**src/rtl/run_detector_if.sv**
```systemverilog
// ============================================================================
//  Module      : run_detector_if
//  Description : Stream/status bundle between a serial source and run_detector.
//  Revision    : 1.0 - initial release
// ============================================================================
`default_nettype none

interface run_detector_if #(
   parameter int CNT_W = 8
);
   logic             in_valid;
   logic             in_bit;
   logic             target_bit;
   logic             overlap;
   logic             clear_count;
   logic             out_bit;
   logic [7:0]       run_len;
   logic [CNT_W-1:0] match_count;
   logic             count_sat;

   modport master (
      output in_valid, in_bit, target_bit, overlap, clear_count,
      input  out_bit, run_len, match_count, count_sat
   );

   modport slave (
      input  in_valid, in_bit, target_bit, overlap, clear_count,
      output out_bit, run_len, match_count, count_sat
   );
endinterface

`default_nettype wire

```
**src/rtl/run_detector.sv**
```systemverilog
// ============================================================================
//  Module      : run_detector
//  Description : Flags runs of RUN_LEN consecutive target bits on a serial stream.
//  Revision    : 1.0 - initial release
// ============================================================================
`default_nettype none

module run_detector #(
   parameter int RUN_LEN = 4,
   parameter int CNT_W   = 8
) (
   input  wire logic       clk,
   input  wire logic       reset,
   run_detector_if.slave   bus
);

   if (RUN_LEN < 1 || RUN_LEN > 255) begin : g_bad_run_len
      $error("run_detector: RUN_LEN must be within 1..255");
   end

   localparam logic [7:0] c_RUN_LEN    = 8'(RUN_LEN);
   localparam logic [7:0] c_RUN_LEN_M1 = 8'(RUN_LEN - 1);

   typedef enum logic [1:0] {
      S_IDLE  = 2'd0,
      S_RUN   = 2'd1,
      S_MATCH = 2'd2
   } state_t;

   state_t           r_state;
   logic [7:0]       r_run_len;
   logic             r_out_bit;
   logic [CNT_W-1:0] r_cnt;
   logic             r_sat;

   logic             w_hit;
   logic             w_evt;
   logic [CNT_W-1:0] w_cnt_next;

   assign w_hit = bus.in_valid && (bus.in_bit == bus.target_bit);

   // A match event is any hit beat whose transition lands in MATCH.
   assign w_evt = w_hit &&
                  (((r_state == S_IDLE)  && (RUN_LEN == 1)) ||
                   ((r_state == S_RUN)   && (r_run_len == c_RUN_LEN_M1)) ||
                   ((r_state == S_MATCH) && bus.overlap));

   always_comb begin
      w_cnt_next = r_cnt;
      if (bus.clear_count) begin
         w_cnt_next = w_evt ? CNT_W'(1) : '0;
      end else if (w_evt && !(&r_cnt)) begin
         w_cnt_next = r_cnt + CNT_W'(1);
      end
   end

   always_ff @(posedge clk or negedge reset) begin
      if (!reset) begin
         r_state   <= S_IDLE;
         r_run_len <= 8'd0;
         r_out_bit <= 1'b0;
         r_cnt     <= '0;
         r_sat     <= 1'b0;
      end else begin
         r_out_bit <= w_evt;
         r_cnt     <= w_cnt_next;
         r_sat     <= &w_cnt_next;
         if (bus.in_valid) begin
            case (r_state)
               S_IDLE: begin
                  if (w_hit) begin
                     r_run_len <= 8'd1;
                     r_state   <= (RUN_LEN == 1) ? S_MATCH : S_RUN;
                  end
               end
               S_RUN: begin
                  if (w_hit) begin
                     r_run_len <= r_run_len + 8'd1;
                     r_state   <= (r_run_len == c_RUN_LEN_M1) ? S_MATCH : S_RUN;
                  end else begin
                     r_run_len <= 8'd0;
                     r_state   <= S_IDLE;
                  end
               end
               S_MATCH: begin
                  // Legacy mode drops the beat after a match regardless of value.
                  if (w_hit && bus.overlap) begin
                     r_run_len <= c_RUN_LEN;
                     r_state   <= S_MATCH;
                  end else begin
                     r_run_len <= 8'd0;
                     r_state   <= S_IDLE;
                  end
               end
               default: begin
                  r_run_len <= 8'd0;
                  r_state   <= S_IDLE;
               end
            endcase
         end
      end
   end

   assign bus.out_bit     = r_out_bit;
   assign bus.run_len     = r_run_len;
   assign bus.match_count = r_cnt;
   assign bus.count_sat   = r_sat;

endmodule

`default_nettype wire

```
**src/flat_wrapper.sv**
```systemverilog
// flat-port wrapper written by rule: the top's interface ports become plain ports
module run_detector_flat 
#(
   parameter int RUN_LEN = 4,
   parameter int CNT_W   = 8
)
  (clk, reset, bus_in_valid, bus_in_bit, bus_target_bit, bus_overlap, bus_clear_count, bus_out_bit, bus_run_len, bus_match_count, bus_count_sat);
  run_detector_if #(.CNT_W(CNT_W)) bus_i ();
  input  wire logic clk;
  input  wire logic reset;
  input wire logic [$bits(bus_i.in_valid)-1:0] bus_in_valid;
  input wire logic [$bits(bus_i.in_bit)-1:0] bus_in_bit;
  input wire logic [$bits(bus_i.target_bit)-1:0] bus_target_bit;
  input wire logic [$bits(bus_i.overlap)-1:0] bus_overlap;
  input wire logic [$bits(bus_i.clear_count)-1:0] bus_clear_count;
  output wire logic [$bits(bus_i.out_bit)-1:0] bus_out_bit;
  output wire logic [$bits(bus_i.run_len)-1:0] bus_run_len;
  output wire logic [$bits(bus_i.match_count)-1:0] bus_match_count;
  output wire logic [$bits(bus_i.count_sat)-1:0] bus_count_sat;
  assign bus_i.in_valid = bus_in_valid;
  assign bus_i.in_bit = bus_in_bit;
  assign bus_i.target_bit = bus_target_bit;
  assign bus_i.overlap = bus_overlap;
  assign bus_i.clear_count = bus_clear_count;
  assign bus_out_bit = bus_i.out_bit;
  assign bus_run_len = bus_i.run_len;
  assign bus_match_count = bus_i.match_count;
  assign bus_count_sat = bus_i.count_sat;
  run_detector #(.RUN_LEN(RUN_LEN), .CNT_W(CNT_W)) u_core (.clk(clk), .reset(reset), .bus(bus_i));
endmodule
```
**config.mk**
```make
export PLATFORM = sky130hd
export DESIGN_NAME = run_detector_flat
export DESIGN_NICKNAME = d
export VERILOG_FILES = /design/src/rtl/run_detector_if.sv /design/src/rtl/run_detector.sv /design/src/flat_wrapper.sv
export SDC_FILE = /design/constraint.sdc
export NUM_CORES = 1
export LEC_CHECK = 0
export BUFFER_PORTS_ARGS = -buffer_cell sky130_fd_sc_hd__buf_2
export CAP_MARGIN = 20
export CORE_MARGIN = 10
export CORE_UTILIZATION = 60
export CTS_BUF_LIST = sky130_fd_sc_hd__clkbuf_8
export CTS_CLUSTER_DIAMETER = 150
export CTS_CLUSTER_SIZE = 25
export DETAILED_ROUTE_END_ITERATION = 7
export GPL_ROUTABILITY_DRIVEN = 0
export GPL_TIMING_DRIVEN = 0
export PLACE_DENSITY = 0.95
export SLEW_MARGIN = 20
export SYNTH_ARGS = -nofsm -noshare
export SYNTH_HDL_FRONTEND = slang
export SYNTH_SLANG_ARGS = --single-unit
```
**constraint.sdc**
```tcl
create_clock -name clk -period 3.92 [get_ports clk]
set_clock_uncertainty 0.2 [all_clocks]
set_input_delay 0.196 -clock clk [delete_from_list [all_inputs] [get_ports clk]]
set_output_delay 0.196 -clock clk [all_outputs]
set_load 0.1 [all_outputs]
```
# == Yosys cells after proc, flatten, opt, wreduce, memory -nomap -nowiden ==
# Cells that the tools add are included.
# word_totals
latchBits,0
ramBits,0
memories,0
output_inout_bits,18
mem_bits_ro,0
register_bits,20
elab_cells,36
input_bits,7
# classes
add_sub_neg,2
bitwise_logic,0
eq_ne,5
shifts,0
n_mul,0
reduce_logical,12
order_cmp,0
mux,12
div,0
# op_table
operator,count
$mux 8,4
$pmux 8 s3,1
$add 8x1->8 const B,2
$reduce_and 8->1,2
$eq 8x2->1 const B,1
$mux 2,4
$logic_and 1x1->1,6
$pmux 2 s3,1
$mux 3,1
$eq 2x1->1 const B,1
$eq 2x2->1 const B,1
$logic_not 2->1,1
$ne 2x1->1 const B,1
$reduce_and 2->1,1
$eq 1x1->1,1
$logic_not 1->1,1
$logic_or 1x1->1,1
$mux 1,1

# == Longest topological paths before layout ==
# Gate-level depths: netlist of the first run.
# logic_depth
word_depth,8
depth_mapped,8

# == Worst setup path after synthesis of the first run ==
# OpenSTA, ideal clock, no wires.
# synth_timing
path_kind,register -> register
from,"register u_core.r_run_len[0], in the netlist u_core.bus.run_len[0]"
to,"register u_core.r_sat, in the netlist u_core.bus.count_sat"
stages_incl_launch_ff,8
setup_ns,0.068
arrival_ns,2.707
t_required_ns,3.652
synth_period_minus_slack_ns,2.974
setup_slack_ns,0.946
cell_sequence,dfrtp_1 > ha_1 > nor4b_4 > nand4_2 > a2111o_1 > a221oi_2 > nor4b_2 > and4_1
# synth_between
elab_chain_cells,8
elab_cells_between_ends,9
classes_between,eq/ne (1); mux (3); reduce/logical (5)
# synth_rtl
item,line,source
start: declaration,run_detector.sv:31,logic [7:0] r_run_len;
start signal: assignment,run_detector.sv:78,r_run_len <= r_run_len + 8'd1;
start signal: assignment,run_detector.sv:88,r_run_len <= c_RUN_LEN;
$eq 8x2->1,run_detector.sv:45,((r_state == S_RUN) && (r_run_len == c_RUN_LEN_M1)) ||
$logic_and 1x1->1,run_detector.sv:45,
$logic_or 1x1->1,run_detector.sv:45,
$logic_and 1x1->1,run_detector.sv:43,assign w_evt = w_hit &&
$logic_and 1x1->1,run_detector.sv:52,end else if (w_evt && !(&r_cnt)) begin
$mux 8,run_detector.sv:52,
$mux 8,run_detector.sv:50,if (bus.clear_count) begin
via u_core.w_cnt_next[6],run_detector.sv:38,logic [CNT_W-1:0] w_cnt_next;
$reduce_and 8->1,run_detector.sv:67,r_sat <= &w_cnt_next;
end signal: assignment,run_detector.sv:67,
end: declaration,run_detector.sv:34,logic r_sat;
# The timed path passes the listed nets, and every way through them passes these cells.
# A chain may end at the register's enable or synchronous reset.

# == Worst setup path after layout of the first run ==
# Ends and elaborated chain as after synthesis.

==> metrics.txt, run 1 <==
status completed; GRT Resource Usage Total 0.1360; port bufs 23; cell internal pwr approximately 340 µW; number of nets at the end of the flow around 160; critical path startpoint u_core.bus.run_len[0]; final max-slew violation count 0; die height about 64 µm; setup violators final 0; Reg-to-Reg End u_core.bus.count_sat; crit share post-route 0.6632; CP Capture Point u_core.bus.count_sat; count of cell instances traversed by the critical path 7; initial cell density of the core 0.6505; clock share of power 0.298; post-layout minimum cycle time between 2000 and 3000 ps; buffers plus inverters on the worst setup path 0; number of endpoints with negative hold slack in the final report 0; Largest stage delay, worst path 480 ps; final sum of negative setup slack 0 ps; worst rel slew slack 0.5041; Die X between 60 and 70 µm; unrepaired setup endpoints after global routing false; kind of cell adding the most delay to the critical path simple AND/OR/NAND/NOR gates; layout overhead on the synthesized area 18.23%; leading cell types by total area after synthesis sky130_fd_sc_hd__dfrtp_1 (43%), sky130_fd_sc_hd__o21ai_0 (5.2%), sky130_fd_sc_hd__nand2_1 (4.9%), sky130_fd_sc_hd__nor2_1 (4.5%), sky130_fd_sc_hd__and3_1 (3.2%); DRC violations left 0; cell chosen for the clock root sky130_fd_sc_hd__clkbuf_8; number of standard cells after synthesis 124; Post-Syn Area 1160 µm²; Main synth FF type sky130_fd_sc_hd__dfrtp_1; Peak VDD IR about 410 µV; combined area of the multi-input logic cells roughly 630 µm²; EDFF count, synth 0; net switching fraction of the power 0.3553; cell at the slowest stage of the critical path sky130_fd_sc_hd__a2111o_1; remaining number of nets flagged by the antenna check after routing 0; ports placed on the boundary 25; cell area after placement approximately 1300 µm²; number of antenna violations at the first check in global routing 0; DP Wirelength ~2000 µm; cell count of the worst reg-to-reg path 7; Async SR Flop Fraction 1.000; worst-skew pair later-pin latency approximately 260 ps; overflow left after global routing 0; average footprint of a synthesized cell a little over 9 µm²; number of buffers created by CTS 3; initial drt markers between 50 and 60; die footprint 4092 µm²; filler instances roughly 140; Clock Tree Buf Depth 2; site row count 15; register cell area after layout approximately 500 µm²; tightest hold margin about 9.4 ps; number of vias per cell after detailed routing a little over 6; synth unique cells slightly above 40; post-CTS clock slew at the launch and capture registers of the worst setup and hold paths ~70 ps; Worst setup SP type flop; most frequent cells in the layout sky130_fd_sc_hd__buf_2 (24), sky130_fd_sc_hd__dfrtp_1 (20), sky130_fd_sc_hd__nand2_1 (15); Yosys top cell area share 0.4315; CP required 3910 ps; DRT Pass-1 Iters 4; chain of cells forming the critical path ha_1 -> nor4b_4 -> nand4_2 -> a2111o_1 -> a221oi_2 -> nor4b_2 -> and4_1; wire length of the first global-routing pass between 4000 and 5000 µm; max frequency around 0.38 GHz; diodes inserted 0; cell accounting for the most synthesized area sky130_fd_sc_hd__dfrtp_1; critical register-to-register path startpoint u_core.bus.run_len[0]; via count of the first global-routing pass 991; post-synth net total ~130; crit path capture type flop; post-synthesis register bit count 20; Gates resized, CTS repair 0; Static Leak between 0.6 and 0.7 nW; total number of vias ~1100; area inside the core boundary 1783 µm²; Worst Max-Slew Pin Slew between 700 and 800 ps; post-place setup slack 1385 ps; crit path max fanout 5; Data arrival, critical path roughly 2600 ps; maximum level of the CTS H-tree 1; max_cap viols 0; slack of the worst reg-to-reg path between 1000 and 1500 ps; share of layout cells above drive strength 1 0.2368; power density over the cells ~380 nW/µm²; part of the power in combinational logic 0.257; switching pwr 185.2 µW; Final Worst Setup Slack 1320 ps; CTS tree yes; proportion of power drawn by flip-flops and latches 0.445; Yosys Warn Count 0; CTS sink cnt 20; leading cell type in the layout, fill and taps excluded sky130_fd_sc_hd__buf_2; final wirelength 2777 µm; post-DR wirelength/cell between 15 and 20 µm; largest net degree at the start of global routing 21; type of the worst min-delay path input pin to flop; Seq/Total Area, Yosys 0.4315; area of all placed cells without fillers ~1400 µm²; startpoint-to-endpoint class of the critical path flop to flop
-- logic make-up (layout without fill, tap and decap cells) --
group / count (synthesis) / in the layout / synth area share
adder cells (fa/ha/maj): 2 / 2 / 0.02157
flip-flops: 20 / 20 / 0.4315
buffers and inverters: 7 / 35 / 0.02373
AND/OR/NAND/NOR: 55 / 55 / 0.2675
AO/OA/AOI/OAI: 34 / 34 / 0.2028
multiplexers: 1 / 1 / 0.008630
XOR/XNOR: 5 / 5 / 0.04424
-- sequential cells by signal, summed over array words and instances (netlist names) --
register	flops
u_core.r_state	2
u_core.bus.count_sat	1
u_core.bus.match_count	8
u_core.bus.run_len	8
u_core.bus.out_bit	1
-- Yosys cell counts (2+ instances only) --
| cell | number |
|---|---|
| sky130_fd_sc_hd__nand3_1 | 3 |
| sky130_fd_sc_hd__and4_1 | 2 |
| sky130_fd_sc_hd__xor2_1 | 2 |
| sky130_fd_sc_hd__xnor2_1 | 2 |
| sky130_fd_sc_hd__dfrtp_1 | 20 |
| sky130_fd_sc_hd__nand2_1 | 15 |
| sky130_fd_sc_hd__a31oi_1 | 2 |
| sky130_fd_sc_hd__nor2_1 | 14 |
| sky130_fd_sc_hd__a21oi_1 | 3 |
| sky130_fd_sc_hd__nor2b_1 | 2 |
| sky130_fd_sc_hd__nor3_1 | 2 |
| sky130_fd_sc_hd__and3_1 | 6 |
| sky130_fd_sc_hd__o31ai_1 | 4 |
| sky130_fd_sc_hd__o211ai_1 | 3 |
| sky130_fd_sc_hd__ha_1 | 2 |
| sky130_fd_sc_hd__inv_1 | 5 |
| sky130_fd_sc_hd__o21ai_0 | 12 |
| sky130_fd_sc_hd__and3_2 | 2 |
-- area by class of cell --
| class | count | area share |
|---|---|---|
| buffer | 2 | 0.006387 |
| clock buffer | 4 | 0.04015 |
| inverter | 5 | 0.01369 |
| multi-input combinational | 97 | 0.4608 |
| sequential | 20 | 0.3650 |
| tap | 25 | 0.02281 |
| timing repair buffer | 24 | 0.09124 |
-- power by group through the flow --
| stage | clock network, mW | logic, mW | registers, mW |
|---|---|---|---|
| after floorplan | 0 | 0.0374 | 0.302 |
| after global placement | 0 | 0.131 | 0.235 |
| after detailed placement | 0 | 0.134 | 0.236 |
| after CTS | 0.156 | 0.135 | 0.232 |
| after global routing | 0.166 | 0.141 | 0.233 |
| final | 0.155 | 0.134 | 0.232 |
-- layer usage --
metal / wire length [µm] / vias up / GRT usage
met2: 1285 / 52 / 0.2164
met5: 0 / - / 0
met1: 1252 / 502 / 0.1750
met3: 208 / 5 / 0.03136
li1: - / 513 / -
met4: 31 / 0 / 0.04918
-- worst min-delay path by stage --
stage	depth (start not counted)	endpoint	startpoint
floorplan	0	u_core.bus.count_sat	reset
finish	2	u_core.r_state[0]	bus_in_valid
global route	2	u_core.r_state[0]	bus_in_valid
detailed placement	1	u_core.bus.run_len[5]	reset
CTS	2	u_core.r_state[0]	bus_in_valid
global placement	1	u_core.bus.run_len[4]	reset
-- what timing repair did --
item / CTS / global route
hold buffers: 1 / 0
buffers inserted: 0 / 0
hold endpoints to repair: 20 / 0
-- per-stage QoR --
step,cells,utilization,power [mW]
after floorplan,124,-,0.3395
after CTS,177,0.7691,0.5231
after global routing,177,0.7691,0.5398
final,177,0.7691,0.5214
after global placement,172,0.7326,0.3658
after detailed placement,172,0.7326,0.3696
-- worst reg2reg max path: cells and delay by family, from the launching register on --
family	cells	cell delay [ps]
and+or+nand+nor	4	950
adders and majority gates	1	230
AOI/OAI and AO/OA	2	740
DFF	1	410
No activity file was read; power rests on OpenSTA's default activity.
==> inputs of run 2 (changes only) <==
--- a/config.mk
+++ b/config.mk
@@ -7,15 +7,16 @@
 export LEC_CHECK = 0
 export BUFFER_PORTS_ARGS = -buffer_cell sky130_fd_sc_hd__buf_2
 export CAP_MARGIN = 20
+export CORE_ASPECT_RATIO = 1.75
 export CORE_MARGIN = 10
-export CORE_UTILIZATION = 60
+export CORE_UTILIZATION = 50
 export CTS_BUF_LIST = sky130_fd_sc_hd__clkbuf_8
 export CTS_CLUSTER_DIAMETER = 150
 export CTS_CLUSTER_SIZE = 25
 export DETAILED_ROUTE_END_ITERATION = 7
 export GPL_ROUTABILITY_DRIVEN = 0
 export GPL_TIMING_DRIVEN = 0
-export PLACE_DENSITY = 0.95
+export PLACE_DENSITY = 0.87
 export SLEW_MARGIN = 20
 export SYNTH_ARGS = -nofsm -noshare
 export SYNTH_HDL_FRONTEND = slang
==> constraint.sdc (replaced) <==
create_clock -name clk -period 2.3 [get_ports clk]
set_clock_uncertainty 0.2 [all_clocks]
set_input_delay 0.115 -clock clk [delete_from_list [all_inputs] [get_ports clk]]
set_output_delay 0.115 -clock clk [all_outputs]
set_load 0.1 [all_outputs]
==> metrics.txt, run 2 (synthesis gave the netlist of run 1 again) <==
utilization of the core after routing 0.6867; max frequency 0.4282 GHz; largest net degree at the start of global routing 21; worst-skew pair later-pin latency approximately 270 ps; power density over the cells around 670 nW/µm²; post-DR wirelength/cell around 17 µm; DP Cell Count about 170; share of layout cells above drive strength 1 0.3988; via count of the first global-routing pass about 1200; max_cap viols 0; die height roughly 84 µm; CTS sink cnt 20; beginning of the worst hold path bus_clear_count; port bufs 23; cell chosen for the clock root sky130_fd_sc_hd__clkbuf_8; Reg-to-Reg End u_core.bus.count_sat; DRC violations left 0; most frequent cells in the layout sky130_fd_sc_hd__buf_2 (23), sky130_fd_sc_hd__nand2_1 (14), sky130_fd_sc_hd__nor2_1 (14); number of antenna violations at the first check in global routing 0; Largest stage delay, worst path 520 ps; crit path capture type flop; leading cell type in the layout, fill and taps excluded sky130_fd_sc_hd__buf_2; CP required 2310 ps; Die X about 56 µm; wire length of the first global-routing pass ~5500 µm; startpoint-to-endpoint class of the critical path flop to flop; remaining number of nets flagged by the antenna check after routing 0; layout overhead on the synthesized area 32.90%; cell at the slowest stage of the critical path sky130_fd_sc_hd__a2111o_1; area of all placed cells without fillers roughly 1500 µm²; Peak VDD IR around 570 µV; Static Leak roughly 0.7 nW; ports placed on the boundary 25; number of nets at the end of the flow between 150 and 200; post-layout minimum cycle time around 2300 ps; crit path max fanout 6; Worst Max-Slew Pin Slew about 730 ps; die footprint ~4700 µm²; worst rel slew slack 0.5065; number of vias per cell after detailed routing around 6.1; unrepaired setup endpoints after global routing true; type of the worst min-delay path input pin to flop; diodes inserted 0; critical register-to-register path startpoint u_core.r_state[0]; setup violators final 1; status finished, violations left; cell count of the worst reg-to-reg path 6; CTS tree yes; number of buffers created by CTS 3; Hold Crit Depth 2; final max-slew violation count 0; chain of cells forming the critical path nor2b_1 -> nand4_1 -> a2111o_1 -> a221oi_2 -> nor4b_4 -> and4_1; crit share post-route 1.015; overflow left after global routing 0; slack of the worst reg-to-reg path -40 ps; Data arrival, critical path 2340 ps; buffers plus inverters on the worst setup path 0; initial cell density of the core 0.5167; non-filler instance count after layout 188; area inside the core boundary between 2000 and 2500 µm²; final wirelength between 3000 and 4000 µm; initial drt markers 31; maximum level of the CTS H-tree 1; site row count 23; number of endpoints with negative hold slack in the final report 0; Hold EP u_core.bus.match_count[5]; Final Worst Setup Slack -35.20 ps; kind of cell adding the most delay to the critical path simple AND/OR/NAND/NOR gates; Worst setup SP type flop; filler instances approximately 180; cell area after placement about 1400 µm²; total number of vias 1142; GRT Resource Usage Total 0.1378; post-CTS clock slew at the launch and capture registers of the worst setup and hold paths ~80 ps; Clock Tree Buf Depth 2; violations in the final reports setup timing; overall power of the completed layout a little over 1 mW; DRT Pass-1 Iters 4; DP Wirelength 2347 µm
## run 2: changes by cell type in the layout (fill, tap and decap cells not counted), moves of 2 or more
cell / delta
sky130_fd_sc_hd__dfrtp_2: +10
sky130_fd_sc_hd__dfrtp_1: -14
sky130_fd_sc_hd__buf_4: +10
sky130_fd_sc_hd__dfrtp_4: +4
sky130_fd_sc_hd__ha_1: -2
## run 2: per-layer routing
metal / vias to the layer above / global-route usage / wire length, µm
met5: - / 0 / 0
met4: 0 / 0.06374 / 48
met2: 39 / 0.2594 / 1743
li1: 535 / - / -
met3: 7 / 0.04268 / 206
met1: 561 / 0.1268 / 1206
## run 2: power breakdown
group / total, mW / switching [mW] / internal [mW]
sequential: 0.403 / 0.0229 / 0.380
clock: 0.356 / 0.123 / 0.233
combinational: 0.279 / 0.197 / 0.0827
## run 2: layout make-up
cell class	count	area, µm²	area share
plain buffers	2	15.01	0.009740
clock buffers	3	41.29	0.02679
clock inverters	1	30.03	0.01948
inverters	5	18.77	0.01218
multi-input cells	97	666.9	0.4326
flip-flops and latches	20	528.0	0.3425
well taps	25	31.28	0.02029
repair buffers	35	210.2	0.1364
## run 2: stage by stage
step | TNS (ps) | hold WS [ps] | setup slack, ps
after global placement | -77.51 | -117.7 | -77.51
after global routing | -184.9 | 46.47 | -126.3
after floorplan | -146.6 | -380.6 | -146.6
after CTS | -91.57 | 31.97 | -91.57
after detailed placement | -184.9 | -107.6 | -160.7
final | -35.20 | 34.38 | -35.20
## run 2: worst max path at each step
| stage | from | end | slack [ps] | depth (start not counted) |
|---|---|---|---|---|
| floorplan | u_core.bus.run_len[0] | u_core.bus.count_sat | -150 | 7 |
| global placement | u_core.bus.run_len[0] | u_core.bus.count_sat | -80 | 7 |
| detailed placement | u_core.bus.run_len[0] | u_core.bus.count_sat | -160 | 7 |
| CTS | u_core.bus.run_len[0] | u_core.bus.count_sat | -90 | 7 |
| global route | u_core.r_state[0] | u_core.bus.count_sat | -130 | 6 |
| finish | u_core.r_state[0] | u_core.bus.count_sat | -40 | 6 |
## run 2: repair_timing
item	4_1_cts	5_1_grt
gates resized for setup	1	5
cloned	0	0
buffers inserted	8	2
hold buffers	2	0
setup endpoints to repair	2	5
endpoints found under the hold margin	22	0
pin swaps	5	3
==> inputs of run 3 (changes only) <==
--- a/config.mk
+++ b/config.mk
@@ -6,7 +6,6 @@
 export NUM_CORES = 1
 export LEC_CHECK = 0
 export BUFFER_PORTS_ARGS = -buffer_cell sky130_fd_sc_hd__buf_2
-export CAP_MARGIN = 20
 export CORE_ASPECT_RATIO = 1.75
 export CORE_MARGIN = 10
 export CORE_UTILIZATION = 50
@@ -17,6 +16,7 @@
 export GPL_ROUTABILITY_DRIVEN = 0
 export GPL_TIMING_DRIVEN = 0
 export PLACE_DENSITY = 0.87
+export RECOVER_POWER = 25
 export SLEW_MARGIN = 20
 export SYNTH_ARGS = -nofsm -noshare
 export SYNTH_HDL_FRONTEND = slang
==> metrics.txt, run 3 (synthesis gave the netlist of run 1 again) <==
Clock Tree Buf Depth 2; site row count 23; remaining number of nets flagged by the antenna check after routing 0; port bufs 23; maximum level of the CTS H-tree 1; die height ~84 µm; Worst Max-Slew Pin Slew roughly 1100 ps; diodes inserted 0; type of the worst min-delay path input pin to flop; CTS sink cnt 20; Final Worst Setup Slack -35.20 ps; layout overhead on the synthesized area 32.79%; post-DR wirelength/cell between 15 and 20 µm; GRT Resource Usage Total 0.1378; power density over the cells 673.8 nW/µm²; area inside the core boundary ~2200 µm²; max frequency 0.4282 GHz; Worst setup SP type flop; final wirelength between 3000 and 4000 µm; final sum of negative setup slack -35.20 ps; slack of the worst reg-to-reg path -40 ps; crit share post-route 1.015; cell chosen for the clock root sky130_fd_sc_hd__clkbuf_8; number of buffers created by CTS 3; startpoint-to-endpoint class of the critical path flop to flop; wire length of the first global-routing pass 5457 µm; max_cap viols 0; setup violators final 1; share of layout cells above drive strength 1 0.3926; DRC violations left 0; crit path max fanout 6; leading cell type in the layout, fill and taps excluded sky130_fd_sc_hd__buf_2; Peak VDD IR around 570 µV; DRT Pass-1 Iters 4; largest net degree at the start of global routing 21; most frequent cells in the layout sky130_fd_sc_hd__buf_2 (22), sky130_fd_sc_hd__nand2_1 (14), sky130_fd_sc_hd__nor2_1 (14); initial drt markers 31; Data arrival, critical path between 2000 and 2500 ps; post-layout minimum cycle time approximately 2300 ps; tightest hold margin ~34 ps; total number of vias around 1100; unrepaired setup endpoints after global routing true; worst rel slew slack 0.2473; status finished, violations left; ports placed on the boundary 25; cell area after placement 1351 µm²; Die X between 50 and 60 µm; final max-slew violation count 0; post-CTS clock slew at the launch and capture registers of the worst setup and hold paths about 80 ps; initial cell density of the core 0.5167; worst-skew pair later-pin latency ~270 ps; area of all placed cells without fillers approximately 1500 µm²; number of endpoints with negative hold slack in the final report 0; overflow left after global routing 0; via count of the first global-routing pass ~1200; Static Leak 0.6943 nW; number of nets at the end of the flow 173; number of vias per cell after detailed routing 6.074; DP Wirelength 2347 µm; violations in the final reports setup timing; crit path capture type flop; die footprint ~4700 µm²; number of antenna violations at the first check in global routing 0; CTS tree yes; CP required between 2000 and 2500 ps
-- run 3: cell count changes in the layout (fill, tap and decap cells not counted), sizes merged --
| cell | delta |
|---|---|
| buf | -1 |
| clkbuf | +1 |
-- run 3: per-stage QoR --
| step | worst slack [ps] | cells | total power [mW] | util |
|---|---|---|---|---|
| after detailed placement | -160.7 | 172 | 0.6625 | 0.6020 |
| after global routing | -126.3 | 188 | 1.086 | 0.6862 |
| final | -35.20 | 188 | 1.038 | 0.6862 |
| after global placement | -77.51 | 172 | 0.6467 | 0.6020 |
| after floorplan | -146.6 | 124 | 0.6005 | - |
| after CTS | -91.57 | 186 | 1.041 | 0.6711 |
-- run 3: metal layers --
metal	wire, µm	track usage
met1	1210	0.1268
met2	1743	0.2594
met3	201	0.04268
met4	48	0.06374
met5	0	0
-- run 3: path summary, 6_finish.rpt --
path	startpoint	end	cells after the start
worst max register to register	u_core.r_state[0]	u_core.bus.count_sat	6
worst max-delay path	u_core.r_state[0]	u_core.bus.count_sat	6
worst min register to register	u_core.bus.run_len[3]	u_core.bus.run_len[3]	1
worst min-delay path	bus_clear_count	u_core.bus.match_count[5]	2
max in group asynchronous	reset	u_core.bus.match_count[0]	2
min in group asynchronous	reset	u_core.bus.match_count[7]	2
-- run 3: layout make-up --
cell class | count | area [µm²]
Clock buffer | 3 | 41.29
Inverter | 5 | 18.77
Fill cell | 183 | 704.4
Clock inverter | 1 | 30.03
Timing Repair Buffer | 35 | 209.0
Buffer | 2 | 15.01
Tap cell | 25 | 31.28
Multi-Input combinational cell | 97 | 666.9
Sequential cell | 20 | 528.0
-- run 3: what timing repair did --
action | CTS | global route
hold buffers | 2 | 0
endpoints found under the setup margin | 2 | 5
resized for setup | 1 | 5
buffers inserted | 8 | 2
pin swaps | 5 | 3
endpoints found under the hold margin | 22 | 0
gates cloned | 0 | 0
-- run 3: power breakdown --
part           switching (mW)  leakage [nW]  internal [mW]
combinational           0.197         0.407         0.0824
clock                   0.123        0.0357          0.233
sequential             0.0229         0.252          0.380
-- run 3: critical path, cell delays in order, from the launching register on --
cell and delay [ps]:
sky130_fd_sc_hd__dfrtp_1 430, sky130_fd_sc_hd__nor2b_1 130, sky130_fd_sc_hd__nand4_1 290, sky130_fd_sc_hd__a2111o_1 520
sky130_fd_sc_hd__a221oi_2 250, sky130_fd_sc_hd__nor4b_4 240, sky130_fd_sc_hd__and4_1 210
